<file path="src/rtl/tick_scheduler.sv">
// Four-channel millisecond scheduler sharing one prescaled timebase.
// Optional macro TICK_SCHED_PERIODIC_EN: channels reload on expiry and stay armed until cancelled.
//
// state    | meaning
// CH_IDLE  | channel free, accepts a load request, busy=0
// CH_ARMED | counting down on each tick_1ms, busy=1
module tick_scheduler #(
    parameter int unsigned CLK_DIV = 50_000,
    parameter int unsigned DUR_W   = 16
) (
    input  logic             clk,
    input  logic             rst_n,
    input  logic             run,
    input  logic             req_valid,
    input  logic [1:0]       req_ch,
    input  logic [DUR_W-1:0] req_dur,
    output logic             req_ready,
    input  logic             cancel,
    input  logic [1:0]       cancel_ch,
    output logic [3:0]       busy,
    output logic [3:0]       done,
    output logic             tick_1ms
);

    localparam int unsigned PW = (CLK_DIV > 2) ? $clog2(CLK_DIV) : 1;
    localparam logic [PW-1:0] PRESC_MAX = PW'(CLK_DIV - 1);

    typedef enum logic {
        CH_IDLE  = 1'b0,
        CH_ARMED = 1'b1
    } ch_state_t;

    logic [PW-1:0] r_presc;
    logic          r_tick;
    logic [3:0]    w_busy;
    logic [3:0]    w_done;

    always_ff @(posedge clk or negedge rst_n) begin
        if (!rst_n) begin
            r_presc <= '0;
            r_tick  <= 1'b0;
        end else if (run) begin
            if (r_presc == PRESC_MAX) begin
                r_presc <= '0;
                r_tick  <= 1'b1;
            end else begin
                r_presc <= r_presc + 1'b1;
                r_tick  <= 1'b0;
            end
        end else begin
            r_tick <= 1'b0;
        end
    end

    for (genvar g = 0; g < 4; g++) begin : g_ch
        ch_state_t        r_state;
        logic [DUR_W-1:0] r_cnt;
        logic             r_done;
        logic             w_cancel_hit;
        logic             w_accept;
`ifdef TICK_SCHED_PERIODIC_EN
        logic [DUR_W-1:0] r_reload;
`endif

        // A cancel aimed at this channel discards a coincident request even when idle.
        assign w_cancel_hit = cancel && (cancel_ch == 2'(g));
        assign w_accept     = req_valid && (req_ch == 2'(g)) && (r_state == CH_IDLE) && !w_cancel_hit;

        always_ff @(posedge clk or negedge rst_n) begin
            if (!rst_n) begin
                r_state  <= CH_IDLE;
                r_cnt    <= '0;
                r_done   <= 1'b0;
`ifdef TICK_SCHED_PERIODIC_EN
                r_reload <= '0;
`endif
            end else begin
                r_done <= 1'b0;
                case (r_state)
                    CH_IDLE: begin
                        if (w_accept) begin
                            if (req_dur == '0) begin
                                r_done <= 1'b1;
                            end else begin
                                r_state  <= CH_ARMED;
                                r_cnt    <= req_dur;
`ifdef TICK_SCHED_PERIODIC_EN
                                r_reload <= req_dur;
`endif
                            end
                        end
                    end
                    CH_ARMED: begin
                        if (w_cancel_hit) begin
                            r_state <= CH_IDLE;
                            r_cnt   <= '0;
                        end else if (r_tick) begin
                            // Terminal count at 1 so the counter can never wrap below zero.
                            if (r_cnt <= DUR_W'(1)) begin
                                r_done <= 1'b1;
`ifdef TICK_SCHED_PERIODIC_EN
                                r_cnt  <= r_reload;
`else
                                r_state <= CH_IDLE;
                                r_cnt   <= '0;
`endif
                            end else begin
                                r_cnt <= r_cnt - 1'b1;
                            end
                        end
                    end
                    default: begin
                        r_state <= CH_IDLE;
                        r_cnt   <= '0;
                    end
                endcase
            end
        end

        assign w_busy[g] = (r_state == CH_ARMED);
        assign w_done[g] = r_done;
    end

    assign busy      = w_busy;
    assign done      = w_done;
    assign tick_1ms  = r_tick;
    assign req_ready = !w_busy[req_ch];

endmodule

</file>
<file path="config.mk">
export PLATFORM = sky130hd
export DESIGN_NAME = tick_scheduler
export DESIGN_NICKNAME = d
export VERILOG_FILES = /design/src/rtl/tick_scheduler.sv
export SDC_FILE = /design/constraint.sdc
export NUM_CORES = 1
export LEC_CHECK = 0
export ABC_CLOCK_PERIOD_IN_PS = 2600
export BUFFER_PORTS_ARGS = -buffer_cell sky130_fd_sc_hd__buf_2
export CORE_AREA = 3 3 108 110
export CTS_BUF_LIST = sky130_fd_sc_hd__clkbuf_2 sky130_fd_sc_hd__clkbuf_4 sky130_fd_sc_hd__clkbuf_8
export CTS_CLUSTER_SIZE = 28
export DETAILED_ROUTE_END_ITERATION = 10
export DIE_AREA = 0 0 111 113
export PLACE_DENSITY = 0.75
export REMOVE_ABC_BUFFERS = 1
export SLEW_MARGIN = 10
export SYNTH_ARGS = -nofsm -noshare
export SYNTH_HDL_FRONTEND = slang
export SYNTH_SLANG_ARGS = --single-unit
</file>
<file path="constraint.sdc">
create_clock -name clk -period 2.6 [get_ports clk]
set_input_delay 0.39 -clock clk [delete_from_list [all_inputs] [get_ports clk]]
set_output_delay 0.39 -clock clk [all_outputs]
set_load 0.02 [all_outputs]
</file>
==> metrics.md <==
| Metric | Value |
|---|---|
| Outcome | `finished, final reports clean` |
| DR vias | `5,691` |
| Ys async rst share | `1.00` |
| Routed WL per cell | `19.5 um` |
| Synthesized area | `5730 um2` |
| I/O Buffers | `34` |
| Reg-to-reg startpoint | `g_ch[3].r_cnt[12]$_DFFE_PN0P_` |
| Vias in the first global route | `5,346` |
| Final global-route overflow total | `0` |
| Number of flops mapped to enable cells by yosys | `0` |
| 1st-iter DRT viols | `828` |
| Crit path time final | `2.32 ns` |
| Worst Skew | `0.0140 ns` |
| Cells after Synth | `653` |
| Mapped Avg Cell Area | `8.78 um2` |
| Post-route DRC | `0` |
| Peak supply drop | `0.402 mV` |
| Final Max Tran Viols | `0` |
| Design area | `6510 um2` |
| Final HPWL DP | `11,900 um` |
| Final Hold Violating Endpoints | `0` |
| Die height | `113 um` |
| Sequential area share after synthesis | `0.388` |
| CTS tree | `built` |
| Top-count cell post-synth | `dfrtp_1` |
| H-tree levels | `3` |
| Critical path peak fanout | `13` |
| Worst Path Arrival | `2.60 ns` |
| Post-route ant nets | `0` |
| DIE AREA | `12,500 um2` |
| Tot GR Track Use | `0.272` |
| YS warnings | `0` |
| Inserted Diodes | `0` |
| Synthesis-to-finish area growth | `13.6%` |
| Final setup vio count | `0` |
| Synth Flop Type | `dfrtp_1` |
| Worst r2r dst | `g_ch[3].r_cnt[4]$_DFFE_PN0P_` |
| Chip Width | `111 um` |
| Maximum number of pins on one net before global-route repair | `51` |
| First-pass GRT wire length | `27,500 um` |
| Share of layout cells above drive strength 1 | `0.163` |
| Root Buffer | `clkbuf_8` |
| CP startpoint | `g_ch[3].r_cnt[12]$_DFFE_PN0P_` |
| Synth Register Bits | `89` |
| CP endpoint | `g_ch[3].r_cnt[4]$_DFFE_PN0P_` |
| Setup bufs post-CTS | `0` |
| Top cell type's share of synthesized area | `0.388` |
| # rows | `38` |
| Placed cell count | `841` |
| Reg-to-reg setup timing slack | `0.28 ns` |
| Core area | `10,800 um2` |
| Router iterations before antenna repair | `5` |
| Cts bufs inserted | `9` |
| PD cells | `879 nW/um2` |
| Clk buf depth | `2` |
| Hold Slack | `0.294 ns` |
| Largest area contributor in the netlist | `dfrtp_1` |
| Post-Layout Cell Count | `858` |
| Fmax | `430 MHz` |
| Nets | `747` |
| Initial Util | `0.531` |
| Final WL | `16,700 um` |
| Synth top cells by count | `89 x dfrtp_1, 47 x a21oi_1, 45 x nand2_1` |
| # IOs | `35` |
| RD Place Congestion | `0.984` |
| MaxCap Viol Count | `0` |
| Hold Path Class | `primary input to flop` |
| Placed Instance Area | `6280 um2` |
| Largest cells by area after synthesis | `dfrtp_1 39%, a21oi_1 4.1%, o21ai_0 3.7%` |
| Synth cell types | `70` |
| Worst-skew pair later-pin latency | `0.38 ns` |
| Reg2Reg Depth | `5` |
| Initial antenna violation count | `0` |
| Crit Path Class | `flop to flop` |
| Worst Tran Pin Value | `0.736 ns` |
| P_leak | `2.73 nW` |
| Clock transition time at the flip-flop clock pins of the worst setup and hold paths | `0.09 ns` |
| WP data required | `2.88 ns` |
| CTS Sinks | `89` |
| Vias per inst | `6.63` |
| Worst relative slew slack | `0.510` |
| RSZ-0062 raised after global routing | `false` |
| Crit end category | `flop` |
| CP startpoint kind | `flop` |
| Final Cycle Share | `0.894` |
[cells in the final DEF (no fill, tap or decap), types with 7 or more instances in the layout]
cell type,n
nand2_1,45
xnor2_1,7
nor3_1,39
or4_1,9
a22o_1,14
nor3b_1,7
nor2_1,44
o22ai_1,17
o32ai_1,7
o2bb2ai_1,14
or3_1,8
o21ai_0,42
buf_4,46
nor4_1,17
dfrtp_1,89
nand3_1,20
a22oi_1,13
inv_1,40
ha_1,9
a21oi_1,46
nand2b_1,10
o211ai_1,8
buf_2,33
clkbuf_8,10
nand4_1,13
[report_power, final]
group / switching [mW] / leakage, nW / internal (mW) / total [mW]
clock network: 0.516 / 0.117 / 0.577 / 1.09
logic: 1.18 / 1.52 / 0.904 / 2.09
registers: 0.645 / 1.09 / 1.90 / 2.54
total: 2.34 / 2.73 / 3.38 / 5.72
[per-layer routing]
layer	wire, um	global-route usage	vias to the layer above
met4	502	0.107	0
met1	7190	0.387	2740
met3	1430	0.0401	40
met5	0	0	-
li1	-	-	2616
met2	7580	0.422	295
[registers in the layout, summed over array words and instances, names as in the netlist]
register,cells
g_ch.r_done,4
r_presc,16
g_ch.r_state,4
g_ch.r_cnt,64
tick_1ms,1
[final cells by class]
type,instances,area (um2)
Multi-Input combinational cell,490,3170
Fill cell,910,4280
Timing Repair Buffer,82,561
Tap cell,140,175
Clock buffer,11,145
Clock inverter,5,78.8
Inverter,41,154
Sequential cell,89,2230
[critical path, cell delays in order, from the launching register on]
cell	delay, ns
dfrtp_1	0.44
or4_1	0.64
nor4b_4	0.31
a21o_1	0.42
o22ai_1	0.16
a22o_1	0.25
[how the worst min path moves through the flow]
stage | from | to | cells past startpoint
2_1_floorplan | rst_n | g_ch[0].r_cnt[0]$_DFFE_PN0P_ | 0
3_3_place_gp | rst_n | g_ch[1].r_cnt[0]$_DFFE_PN0P_ | 1
3_5_place_dp | rst_n | g_ch[1].r_cnt[1]$_DFFE_PN0P_ | 1
4_1_cts | req_dur[5] | g_ch[1].r_cnt[5]$_DFFE_PN0P_ | 2
5_1_grt | req_dur[5] | g_ch[1].r_cnt[5]$_DFFE_PN0P_ | 2
6_report | req_dur[5] | g_ch[1].r_cnt[5]$_DFFE_PN0P_ | 2
[metrics by stage]
| step | setup TNS (ns) | util | setup WS [ns] | total power [mW] |
|---|---|---|---|---|
| 6_report | 0 | 0.604 | 0.275 | 5.72 |
| 5_1_grt | 0 | 0.604 | 0.159 | 6.12 |
| 4_1_cts | 0 | 0.603 | 0.145 | 5.68 |
| 3_5_place_dp | 0 | 0.581 | 0.0595 | 4.59 |
| 3_3_place_gp | 0 | 0.581 | 0.0936 | 4.47 |
| 2_1_floorplan | -0.0434 | - | -0.0217 | 3.81 |
[what timing repair did]
action                                 in CTS  in global routing
resized for setup                           0                  1
setup endpoints to repair                   0                  3
endpoints found under the hold margin       4                  0
hold buffers                                1                  0
[cells by family after synthesis]
| logic type | after synthesis | share of synthesized area |
|---|---|---|
| AND/OR/NAND/NOR | 241 | 0.228 |
| flip-flops | 89 | 0.388 |
| AO/OA/AOI/OAI | 223 | 0.275 |
| adder cells (fa/ha/maj) | 9 | 0.0196 |
| multiplexers | 6 | 0.0131 |
| XOR/XNOR | 11 | 0.0168 |
| buffers and inverters | 74 | 0.0589 |
Note: power is estimated with default switching activity, not from simulation.
